## config.mk

```make
export PLATFORM = sky130hd
export DESIGN_NAME = enemy_row_controller
export DESIGN_NICKNAME = d
export VERILOG_FILES = /design/src/rtl/enemy_row_controller.sv
export SDC_FILE = /design/constraint.sdc
export NUM_CORES = 1
export LEC_CHECK = 0
export BUFFER_PORTS_ARGS = -buffer_cell sky130_fd_sc_hd__buf_2
export CAP_MARGIN = 25
export CORE_UTILIZATION = 40
export CTS_CLUSTER_SIZE = 25
export DETAILED_ROUTE_END_ITERATION = 10
export GPL_TIMING_DRIVEN = 0
export MAX_ROUTING_LAYER = met4
export PLACE_DENSITY_LB_ADDON = 0.08
export SETUP_SLACK_MARGIN = 0.4
export SYNTH_ARGS = -nofsm -noshare
export SYNTH_HDL_FRONTEND = slang
export SYNTH_SLANG_ARGS = --single-unit
```

## constraint.sdc

```tcl
create_clock -name i_Clk -period 1.95 [get_ports i_Clk]
set_input_delay 0.0975 -clock i_Clk [delete_from_list [all_inputs] [get_ports i_Clk]]
set_output_delay 0.0975 -clock i_Clk [all_outputs]
set_load 0.02 [all_outputs]
```

## src/rtl/enemy_row_controller.sv

```systemverilog
// Owns one enemy's alive flag, position and sweep phase; divides the clock into
// move strobes and registers the position returned by the downstream move stage.
module enemy_row_controller #(
    parameter logic [23:0] MOVE_PERIOD       = 24'd833_333,
    parameter logic [5:0]  STEPS_PER_PHASE   = 6'd32,
    parameter logic [9:0]  START_X           = 10'd96,
    parameter logic [8:0]  VERTICAL_POSITION = 9'd168,
    parameter logic [18:0] NONE              = 19'h7FFFF
) (
    input  logic        i_Clk,
    input  logic        i_Rst_n,
    input  logic        i_Enable,
    input  logic        i_Hit,
    input  logic        i_Respawn,
    input  logic [18:0] i_NextPosition,
    output logic        o_EnemyState,
    output logic [18:0] o_EnemyPosition,
    output logic [1:0]  o_PhaseState,
    output logic        o_MoveTick,
    output logic        o_Killed
);

    localparam logic [1:0] PHASE_LEFT_OUT   = 2'b00;
    localparam logic [1:0] PHASE_RIGHT_BACK = 2'b01;
    localparam logic [1:0] PHASE_RIGHT_OUT  = 2'b10;
    localparam logic [1:0] PHASE_LEFT_BACK  = 2'b11;

    localparam logic [18:0] SPAWN_POSITION = {START_X, VERTICAL_POSITION};

    logic [23:0] cycleCount;
    logic [5:0]  stepCount;
    logic        periodDone;
    logic        phaseDone;
    logic        hitAccepted;
    logic        restart;
    logic [1:0]  nextPhase;

    always_comb begin
        periodDone  = (cycleCount == MOVE_PERIOD - 24'd1);
        phaseDone   = (stepCount == STEPS_PER_PHASE - 6'd1);
        hitAccepted = i_Hit && o_EnemyState;
        restart     = !i_Rst_n || i_Respawn;
    end

    always_comb begin
        nextPhase = PHASE_LEFT_OUT;
        case (o_PhaseState)
            PHASE_LEFT_OUT:   nextPhase = PHASE_RIGHT_BACK;
            PHASE_RIGHT_BACK: nextPhase = PHASE_RIGHT_OUT;
            PHASE_RIGHT_OUT:  nextPhase = PHASE_LEFT_BACK;
            PHASE_LEFT_BACK:  nextPhase = PHASE_LEFT_OUT;
            default:          nextPhase = PHASE_LEFT_OUT;
        endcase
    end

    // Strobe generator: the counter freezes while disabled, but a tick already
    // loaded still lasts its single cycle.
    always_ff @(posedge i_Clk) begin
        if (restart) begin
            cycleCount <= '0;
            o_MoveTick <= 1'b0;
        end else if (i_Enable) begin
            if (periodDone) begin
                cycleCount <= '0;
                o_MoveTick <= 1'b1;
            end else begin
                cycleCount <= cycleCount + 24'd1;
                o_MoveTick <= 1'b0;
            end
        end else begin
            o_MoveTick <= 1'b0;
        end
    end

    // Step and phase advance on every strobe, alive or dead, to keep the row in lockstep.
    always_ff @(posedge i_Clk) begin
        if (restart) begin
            stepCount    <= '0;
            o_PhaseState <= PHASE_LEFT_OUT;
        end else if (o_MoveTick) begin
            if (phaseDone) begin
                stepCount    <= '0;
                o_PhaseState <= nextPhase;
            end else begin
                stepCount <= stepCount + 6'd1;
            end
        end
    end

    always_ff @(posedge i_Clk) begin
        if (restart) begin
            o_EnemyState    <= 1'b1;
            o_EnemyPosition <= SPAWN_POSITION;
            o_Killed        <= 1'b0;
        end else if (hitAccepted) begin
            o_EnemyState    <= 1'b0;
            o_EnemyPosition <= NONE;
            o_Killed        <= 1'b1;
        end else begin
            o_Killed <= 1'b0;
            if (o_MoveTick && o_EnemyState) begin
                o_EnemyPosition <= i_NextPosition;
            end
        end
    end

endmodule

```

==> results.cfg <==
[floorplan]
die_area_sq_um = 6140
initial_utilization_pct = 41.8
ios = 48
row_count = 27
fp.dieH_um = 78.3
core_area_sq_um = 5570
die_w_um = 78.3

[critical_path]
cp-end-kind = flop
path_class = flop to flop
cp_data_arrival_time_ns = 1.93
slowest_stage = or4b_4
rr_worst_depth = 6
critPathRequiredTime_ns = 2.15
worstSetupStartpointType = flop
cp_max_fo = 5
crit_chain = or4b_4, nor4_4, a31o_4, buf_12, buf_8, nor2_1
cpPeakStageDelay_ns = 0.53

[global_route]
grt_max_degree = 18
track_usage_pct = 19.3
grt_overflow = 0
grt_pass1_vias = 1996
antenna_found_initial = 0
grt_pass1_wl_mm = 9.19

[timing]
slew_violations = 0
hold_viol_final = 0
clock_skew_ns = 0.00641
maxSlewHeadroom_pct = 56.0
tns_ns = 0
max_freq_mhz = 578
finalCritPeriodShare_pct = 88.7
rsz0062_at_grt = true
tightest_slew_ns = 0.654
setup_viol = 0
layout_min_cycle_time_ns = 1.73

[run_status]
outcome = complete, no violations

[synth]
syn_inst = 259
synth_top_family_by_area = simple AND/OR/NAND/NOR gates
syn_nets = 288
synth_compound_area_share_pct = 10.8
ys_seq_elements = 54
syn_area_sq_um = 2330
ys_types = 36
synth.area.mux_share_pct = 1.29
seq_area_frac_synth_pct = 46.4
synth_top_area_share_pct = 46.4
yosys.area_share.simple_pct = 28.1
yosys_warnings = 0
yosysTopAreaCell = dfxtp_1
avgSynthCellArea_sq_um = 9.00
synthXorXnorAreaFrac_pct = 7.14
synth-adder-area-share_pct = 2.68
yosys-top-cells-area = dfxtp_1 (46%), nor2_1 (6.8%), xnor2_1 (5.3%)

[place]
gp_congestion = 0.780
port_buffers = 46
dp_hpwl_mm = 3.64

[clock_tree]
cts.clk_slew.worst_paths_ns = 0.09
cts_num_sinks = 54
cts_made_buffers = 5
clk_latency_ns = 0.30
clock-root-buffer = clkbuf_8
cts_tree = built
clk_path_buf_depth = 2
cts_max_level = 2

[detailed_routing]
routed_wl_mm = 5.39
wire_per_inst_um = 13.3
post-route-drc-count = 0
via_per_inst = 5.21
drtPass1Iterations = 4
via_count = 2110
drt-initial-drc-count = 92
antenna_left = 0

[worst_hold_path]
hold_path_depth = 3
worst_hold_path_type = input port to flop

[finish]
nNetsFinal = 361
layout-area-overhead-vs-synth_pct = 34.6
seqCellArea_sq_um = 1110
final_common_cell = buf_2
final_util_pct = 56.3
n_antenna_cell = 0
mostFrequentLayoutCells = buf_2 (47), dfxtp_1 (44), nor2_1 (33)
drive_gt1_share_pct = 34.8
multi_input_area_sq_um = 1290
fill_cells = 509

[power_and_ir_drop]
powerDensity_nw_per_um2 = 624
leakagePower_uw = 0.00114
ir_worst_vdd_uv = 252
power_uw = 1960

[flow_run]
max-cap-violations = 0
power breakdown:
| group | leakage [uW] | internal [uW] | switching (uW) |
|---|---|---|---|
| sequential | 0.000444 | 1110 | 9.91 |
| clock | 0.0000478 | 293 | 369 |
| combinational | 0.000647 | 84.8 | 89.3 |
| total | 0.00114 | 1490 | 468 |
per-stage QoR:
step	area, sq um	instances	hold WS (ns)	setup WS [ns]
after floorplan	2390	259	0.198	0.368
after global placement	2710	377	0.310	0.0856
after detailed placement	2710	377	0.311	0.0712
after CTS	3030	397	0.00328	0.224
after global routing	3140	405	0.00903	0.175
final	3140	405	0.0118	0.220
Yosys cell counts (all sizes together):
cell type and number:
nor2b 1, xor2 5, or4 4, o22ai 19
or3 3, nor4 5, nand2 18, nand4bb 1
a211oi 1, nor2 42, and4 5, nand4 15
nand3b 3, o21ai 3, buf 4, clkbuf 6
dfxtp 54, and2 1, nor4b 1, a21oi 9
nand3 4, inv 8, o41ai 2, o31ai 4
xnor2 14, and3 4, mux2i 3, a31o 2
nand2b 1, nor3 8, or4b 3, nor3b 1
ha 5
critical path, delay by kind of cell, from the launching register on:
family / cells / cell delay (ns)
buffers and inverters: 2 / 0.24
DFF: 1 / 0.37
and+or+nand+nor: 3 / 0.78
AOI/OAI and AO/OA: 1 / 0.24
sequential cells by signal, indices dropped and copies added (netlist names):
register / flops
stepCount: 6
o_EnemyState: 1
o_MoveTick: 1
o_EnemyPosition: 19
cycleCount: 24
o_Killed: 1
o_PhaseState: 2
what timing repair did:
action | in CTS | in global routing
gates resized for setup | 22 | 16
hold endpoints to repair | 4 | 0
gates cloned | 2 | 0
setup endpoints to repair | 34 | 36
setup buffers | 6 | 8
hold buffers | 4 | 0
pin swaps | 6 | 5
logic make-up (layout without fill, tap and decap cells):
group                      after synthesis  count (layout)
muxes                                    3               3
xor gates and xnor gates                19              19
and+or+nand+nor                        120             120
AOI/OAI and AO/OA                       40              40
adders and majority gates                5               5
buffers and inverters                   18              92
DFF                                     54              54
metal layers:
metal | track usage (%) | vias to the layer above | share of wire, % | routed length (um)
met5 | - | - | 0 | 0
met4 | 7.22 | 0 | 0.82 | 44
met3 | 3.60 | 5 | 4.2 | 229
met2 | 30.8 | 47 | 47 | 2550
met1 | 24.2 | 969 | 48 | 2560
li1 | - | 1089 | - | -
layout make-up:
class / instances / share of cell area (%)
buffer: 10 / 2.31
inverter: 8 / 0.957
timing repair buffer: 66 / 14.4
tap: 72 / 2.87
multi-input combinational: 187 / 41.1
sequential: 54 / 35.2
clock inverter: 2 / 0.518
clock buffer: 6 / 2.63
worst paths after layout:
kind                                    startpoint                          endpoint  slack [ns]
hold reg to reg   o_EnemyPosition[14]$_SDFFE_PP1N_  o_EnemyPosition[14]$_SDFFE_PP1N_        0.49
hold / removal                  i_NextPosition[15]  o_EnemyPosition[15]$_SDFFE_PP1N_        0.01
setup / recovery        cycleCount[7]$_SDFFE_PP0P_       cycleCount[14]$_SDFFE_PP0P_        0.22
setup reg to reg        cycleCount[7]$_SDFFE_PP0P_       cycleCount[14]$_SDFFE_PP0P_        0.22
(Power assumes the default switching activity.)
